### config.mk
export PLATFORM = sky130hd
export DESIGN_NAME = histo_th_calc
export DESIGN_NICKNAME = d
export VERILOG_FILES = /design/src/rtl/histo_th_calc.sv
export SDC_FILE = /design/constraint.sdc
export NUM_CORES = 1
export LEC_CHECK = 0
export BUFFER_PORTS_ARGS = -buffer_cell sky130_fd_sc_hd__buf_2
export CAP_MARGIN = 0
export CORE_MARGIN = 8
export CORE_UTILIZATION = 40
export DETAILED_ROUTE_END_ITERATION = 8
export SLEW_MARGIN = 0
export SYNTH_ARGS = -nofsm -noshare
export SYNTH_HDL_FRONTEND = slang
export SYNTH_SLANG_ARGS = --single-unit
### constraint.sdc
create_clock -name clk -period 6.1 [get_ports clk]
set_input_delay 0.61 -clock clk [delete_from_list [all_inputs] [get_ports clk]]
set_output_delay 0.61 -clock clk [all_outputs]
set_load 0.005 [all_outputs]
### src/rtl/histo_th_calc.sv
// Histogram threshold calculator: streams the 256-bin histogram SRAM, accumulates the cumulative
// pixel count and captures the equal-population quantization thresholds. Define HISTO_CLEAR_ON_READ_EN
// to zero every bin in the SRAM as its data returns.
module histo_th_calc #(
    parameter int P_DEPTH_BIT      = 8,
    parameter int P_DEPTH_SIZE_BIT = 10,
    parameter int P_DEPTH_QNT_BIT  = 3,
    parameter int P_TH_NUM         = 7
) (
    input  logic                            clk,
    input  logic                            rst_n,
    input  logic                            start_i,
    input  logic [P_DEPTH_SIZE_BIT:0]       pix_num_i,
    output logic                            busy_o,
    output logic                            histo_rd_en_o,
    output logic [P_DEPTH_BIT-1:0]          histo_rd_addr_o,
    input  logic [P_DEPTH_SIZE_BIT-1:0]     histo_rd_data_i,
    output logic                            histo_wr_en_o,
    output logic [P_DEPTH_BIT-1:0]          histo_wr_addr_o,
    output logic [P_DEPTH_SIZE_BIT-1:0]     histo_wr_data_o,
    output logic [P_TH_NUM*P_DEPTH_BIT-1:0] th_o,
    output logic                            th_vld_o
);

    localparam int N_W    = P_DEPTH_SIZE_BIT + 1;
    localparam int CUM_W  = P_DEPTH_SIZE_BIT + 2;
    localparam int PROD_W = N_W + P_DEPTH_QNT_BIT;
    localparam logic [P_DEPTH_BIT-1:0] LAST_BIN = '1;

    typedef enum logic [1:0] {
        S_IDLE,
        S_READ,
        S_DRAIN,
        S_DONE
    } state_e;

    state_e                               state_q;
    logic                                 busy_q;
    logic                                 rd_en_q;
    logic [P_DEPTH_BIT-1:0]               rd_addr_q;
    logic                                 rd_vld_q;
    logic [P_DEPTH_BIT-1:0]               rd_bin_q;
    logic [N_W-1:0]                       n_q;
    logic [CUM_W-1:0]                     cum_q, cum_d;
    logic [CUM_W:0]                       cum_sum;
    logic [P_TH_NUM-1:0][P_DEPTH_BIT-1:0] th_w_q, th_w_d;
    logic [P_TH_NUM-1:0]                  found_q, found_d;
    logic [P_TH_NUM*P_DEPTH_BIT-1:0]      th_q;
    logic                                 th_vld_q;
    logic [P_TH_NUM-1:0][CUM_W-1:0]       target;

    // target_k = (k*N) >> P_DEPTH_QNT_BIT; the product never exceeds PROD_W bits.
    always_comb begin
        for (int k = 1; k <= P_TH_NUM; k++) begin
            target[k-1] = CUM_W'((PROD_W'(k) * PROD_W'(n_q)) >> P_DEPTH_QNT_BIT);
        end
    end

    // NOTE: every always_comb output gets a default first so no latch is inferred.
    always_comb begin
        cum_d   = cum_q;
        th_w_d  = th_w_q;
        found_d = found_q;
        cum_sum = {1'b0, cum_q} + (CUM_W+1)'(histo_rd_data_i);
        if (rd_vld_q) begin
            // Saturate rather than wrap so an over-full histogram cannot fake an early crossing.
            cum_d = cum_sum[CUM_W] ? '1 : cum_sum[CUM_W-1:0];
            for (int k = 0; k < P_TH_NUM; k++) begin
                if (!found_q[k] && (cum_d >= target[k])) begin
                    th_w_d[k]  = rd_bin_q;
                    found_d[k] = 1'b1;
                end
            end
        end
    end

    // NOTE: sequential state is updated with non-blocking assignments only.
    always_ff @(posedge clk or negedge rst_n) begin
        if (!rst_n) begin
            state_q   <= S_IDLE;
            busy_q    <= 1'b0;
            rd_en_q   <= 1'b0;
            rd_addr_q <= '0;
            rd_vld_q  <= 1'b0;
            rd_bin_q  <= '0;
            n_q       <= '0;
            cum_q     <= '0;
            th_w_q    <= '0;
            found_q   <= '0;
            th_q      <= '0;
            th_vld_q  <= 1'b0;
        end else begin
            // SRAM data returns one cycle after the read is issued.
            rd_vld_q <= rd_en_q;
            rd_bin_q <= rd_addr_q;
            cum_q    <= cum_d;
            th_w_q   <= th_w_d;
            found_q  <= found_d;
            th_vld_q <= 1'b0;
            case (state_q)
                S_IDLE: begin
                    if (start_i) begin
                        state_q   <= S_READ;
                        busy_q    <= 1'b1;
                        rd_en_q   <= 1'b1;
                        rd_addr_q <= '0;
                        n_q       <= pix_num_i;
                        cum_q     <= '0;
                        th_w_q    <= {P_TH_NUM{LAST_BIN}};
                        found_q   <= '0;
                    end
                end
                S_READ: begin
                    if (rd_addr_q == LAST_BIN) begin
                        state_q <= S_DRAIN;
                        rd_en_q <= 1'b0;
                    end else begin
                        rd_addr_q <= rd_addr_q + 1'b1;
                    end
                end
                S_DRAIN: begin
                    // The last bin is folded in on this edge, so publish the next-state thresholds.
                    state_q  <= S_DONE;
                    th_q     <= th_w_d;
                    th_vld_q <= 1'b1;
                end
                S_DONE: begin
                    state_q <= S_IDLE;
                    busy_q  <= 1'b0;
                end
                default: state_q <= S_IDLE;
            endcase
        end
    end

    assign busy_o          = busy_q;
    assign histo_rd_en_o   = rd_en_q;
    assign histo_rd_addr_o = rd_addr_q;
    assign th_o            = th_q;
    assign th_vld_o        = th_vld_q;

`ifdef HISTO_CLEAR_ON_READ_EN
    assign histo_wr_en_o   = rd_vld_q;
    assign histo_wr_addr_o = rd_bin_q;
    assign histo_wr_data_o = '0;
`else
    assign histo_wr_en_o   = 1'b0;
    assign histo_wr_addr_o = '0;
    assign histo_wr_data_o = '0;
`endif

endmodule
==> results.cfg <==
[run_status]
status = finished clean

[detailed_routing]
routed_wl_um = 24750
viasPerCell = 5.187
drtIter0Drc = 444
wl_per_cell_um = 16.82
first_pass_iters = 5
drc = 0
num_vias = 7630
ant_nets = 0

[setup_path]
arrival_ps = 5330
path_class = register to register
cp-start-kind = register
end_kind = register
required_ps = 6360
r2r_end = th_o[54]
ff2ff_path_depth = 18
cp_max_fo = 9
rrSetupSlack_ps = 1030
reg2reg_from = n_q[3]

[floorplan]
rows = 58
core_sq_um = 25180
ioPinCount = 110
start_util_pct = 40.71
die_h_um = 176.1
dieArea_sq_um = 31010
die_x_um = 176.1

[final_layout]
fin_nets = 1290
area_growth_pct = 13.19
antenna_cells = 0
drive_above_1_share_pct = 13.76
instances_no_fill = 1471

[logic_synthesis]
synth_top_area_share_pct = 40.03
synth_cell_types = 65
yosysMostFrequentCell = dfrtp_1
ys_warn_count = 0
yosysTopAreaCell = dfrtp_1
ys_seq_elements = 164
synthesis.area_sq_um = 10250
syn_area_per_cell_sq_um = 9.858
synth_async_sr_flop_share_pct = 100.0
synth_flop_cell = dfrtp_1
synth_edf_count = 0
synthTopCellsByArea = dfrtp_1 (40%), ha_1 (15%), mux2i_1 (5.3%)
synth_seq_area_share_pct = 40.03
synthCells = 1040
ys_top_cells_by_count = dfrtp_1 (164), ha_1 (124), nor2_1 (106)

[sta]
finalCritPeriodShare_pct = 83.14
rsz0062_at_grt = no
timing.slew.headroom_pct = 28.98
fmax_ghz = 0.1972
period_needed_ps = 5072
finClkSkew_ps = 11.96
hold_viol_final = 0
tightest_slew_ps = 1065
finalSetupViolations = 0
fin_tns_setup_ps = 0
slew_viol_final = 0

[cts]
cts-buffers-inserted = 17
htree_levels = 4
clkTransAtPathRegs_ps = 70
cts.sink_count = 164
tritoncts = yes
clockBufferDepth = 2
ctsHoldBuffers = 0
postCtsSetupRepairBufs = 0
insertion_delay_ps = 430
post_cts_resized = 0
cts-root-buf = clkbuf_16

[global_route]
grt_pass1_wl_um = 40940
grt_usage_pct = 16.29
grt_remaining_overflow = 0
antenna_found_initial = 0
grt_max_degree = 111
grt_pass1_vias = 7820

[worst_hold_path]
min_path_type = input pin to asynchronous set/reset pin

[place]
hpwl_um = 17780
numPortBuffers = 90
placedCellCount = 1439
gp_congestion = 0.8497

[flow_run]
cap_viol_max_count = 0
routing by layer:
metal	up-vias	GRT usage, %	share of wire [%]
met1	3660	22.62	50
li1	3802	-	-
met5	-	0	0
met4	0	4.627	1.3
met2	149	25.58	45
met3	19	2.969	4.3
worst max-delay path by stage:
stage	slack, ps	start	endpoint
final	1030	n_q[3]	th_o[54]
after global routing	600	cum_q[0]	th_o[12]
after CTS	1050	n_q[3]	th_o[50]
after detailed placement	900	histo_rd_data_i[0]	th_o[10]
after global placement	1060	histo_rd_data_i[0]	th_o[14]
after floorplan	1750	histo_rd_data_i[0]	th_o[40]
sequential cells by signal, summed over array words and instances (netlist names):
name	cells
th_o	56
th_w_q	56
state_q	2
n_q	11
histo_rd_en_o	1
histo_rd_addr_o	8
busy_o	1
cum_q	12
found_q	7
th_vld_o	1
rd_vld_q	1
rd_bin_q	8
kinds of logic after synthesis:
family                   synth area share (%)
other                                 0.03658
flip-flops                              40.03
AND/OR/NAND/NOR                         13.09
XOR/XNOR                                2.306
multiplexers                            5.528
buffers and inverters                   4.723
AO/OA/AOI/OAI                           16.41
adder cells (fa/ha/maj)                 17.87
critical path, cell delays in order (launching register included):
cell and delay (ps):
dfrtp_1 580, fa_1 510, ha_1 320, a31o_2 250
a21oi_1 230, o21ai_0 120, a21oi_1 220, o21ai_0 160
o41ai_1 430, xor2_1 140, ha_1 310, o21ai_0 80
nand2b_1 80, a21oi_1 60, nor2_1 110, a31oi_1 200
a211oi_4 660, mux2i_1 340, a21oi_1 100
stage by stage:
stage	util, %	cell area (sq um)	worst slack [ps]	hold WS, ps
final	46.08	11600	1028	309.3
after global routing	46.08	11600	595.6	376.4
after CTS	46.08	11600	1049	349.8
after detailed placement	43.73	11010	896.7	425.1
after global placement	43.73	11010	1060	433.1
after floorplan	-	10320	1747	314.4
layout by cell type, fill, tap and decap left out, drive strengths merged, types with 6 or more instances in the layout:
cell type,instances
nor2b,10
o311ai,8
o31ai,6
clkbuf,18
mux2i,54
o21ai,54
fa,14
or3,8
nor3,13
conb,19
nand2,90
a31oi,15
clkinv,7
xor2,10
nand3,21
xnor2,17
a21o,18
inv,66
nand4,7
buf,99
dfrtp,164
nor2,106
a21oi,102
ha,124
a211oi,17
o21a,7
nand2b,25
cell type report:
cell class	count	area, sq um
clock buffer	18	429.2
multi-input combinational	786	5747
fill	2468	13580
timing repair buffer	99	524.3
clock inverter	14	162.7
sequential	164	4104
inverter	60	225.2
tap	330	412.9
Power is not shown: default switching activity piles up to over one toggle a cycle in this logic, so the estimate is an artifact.
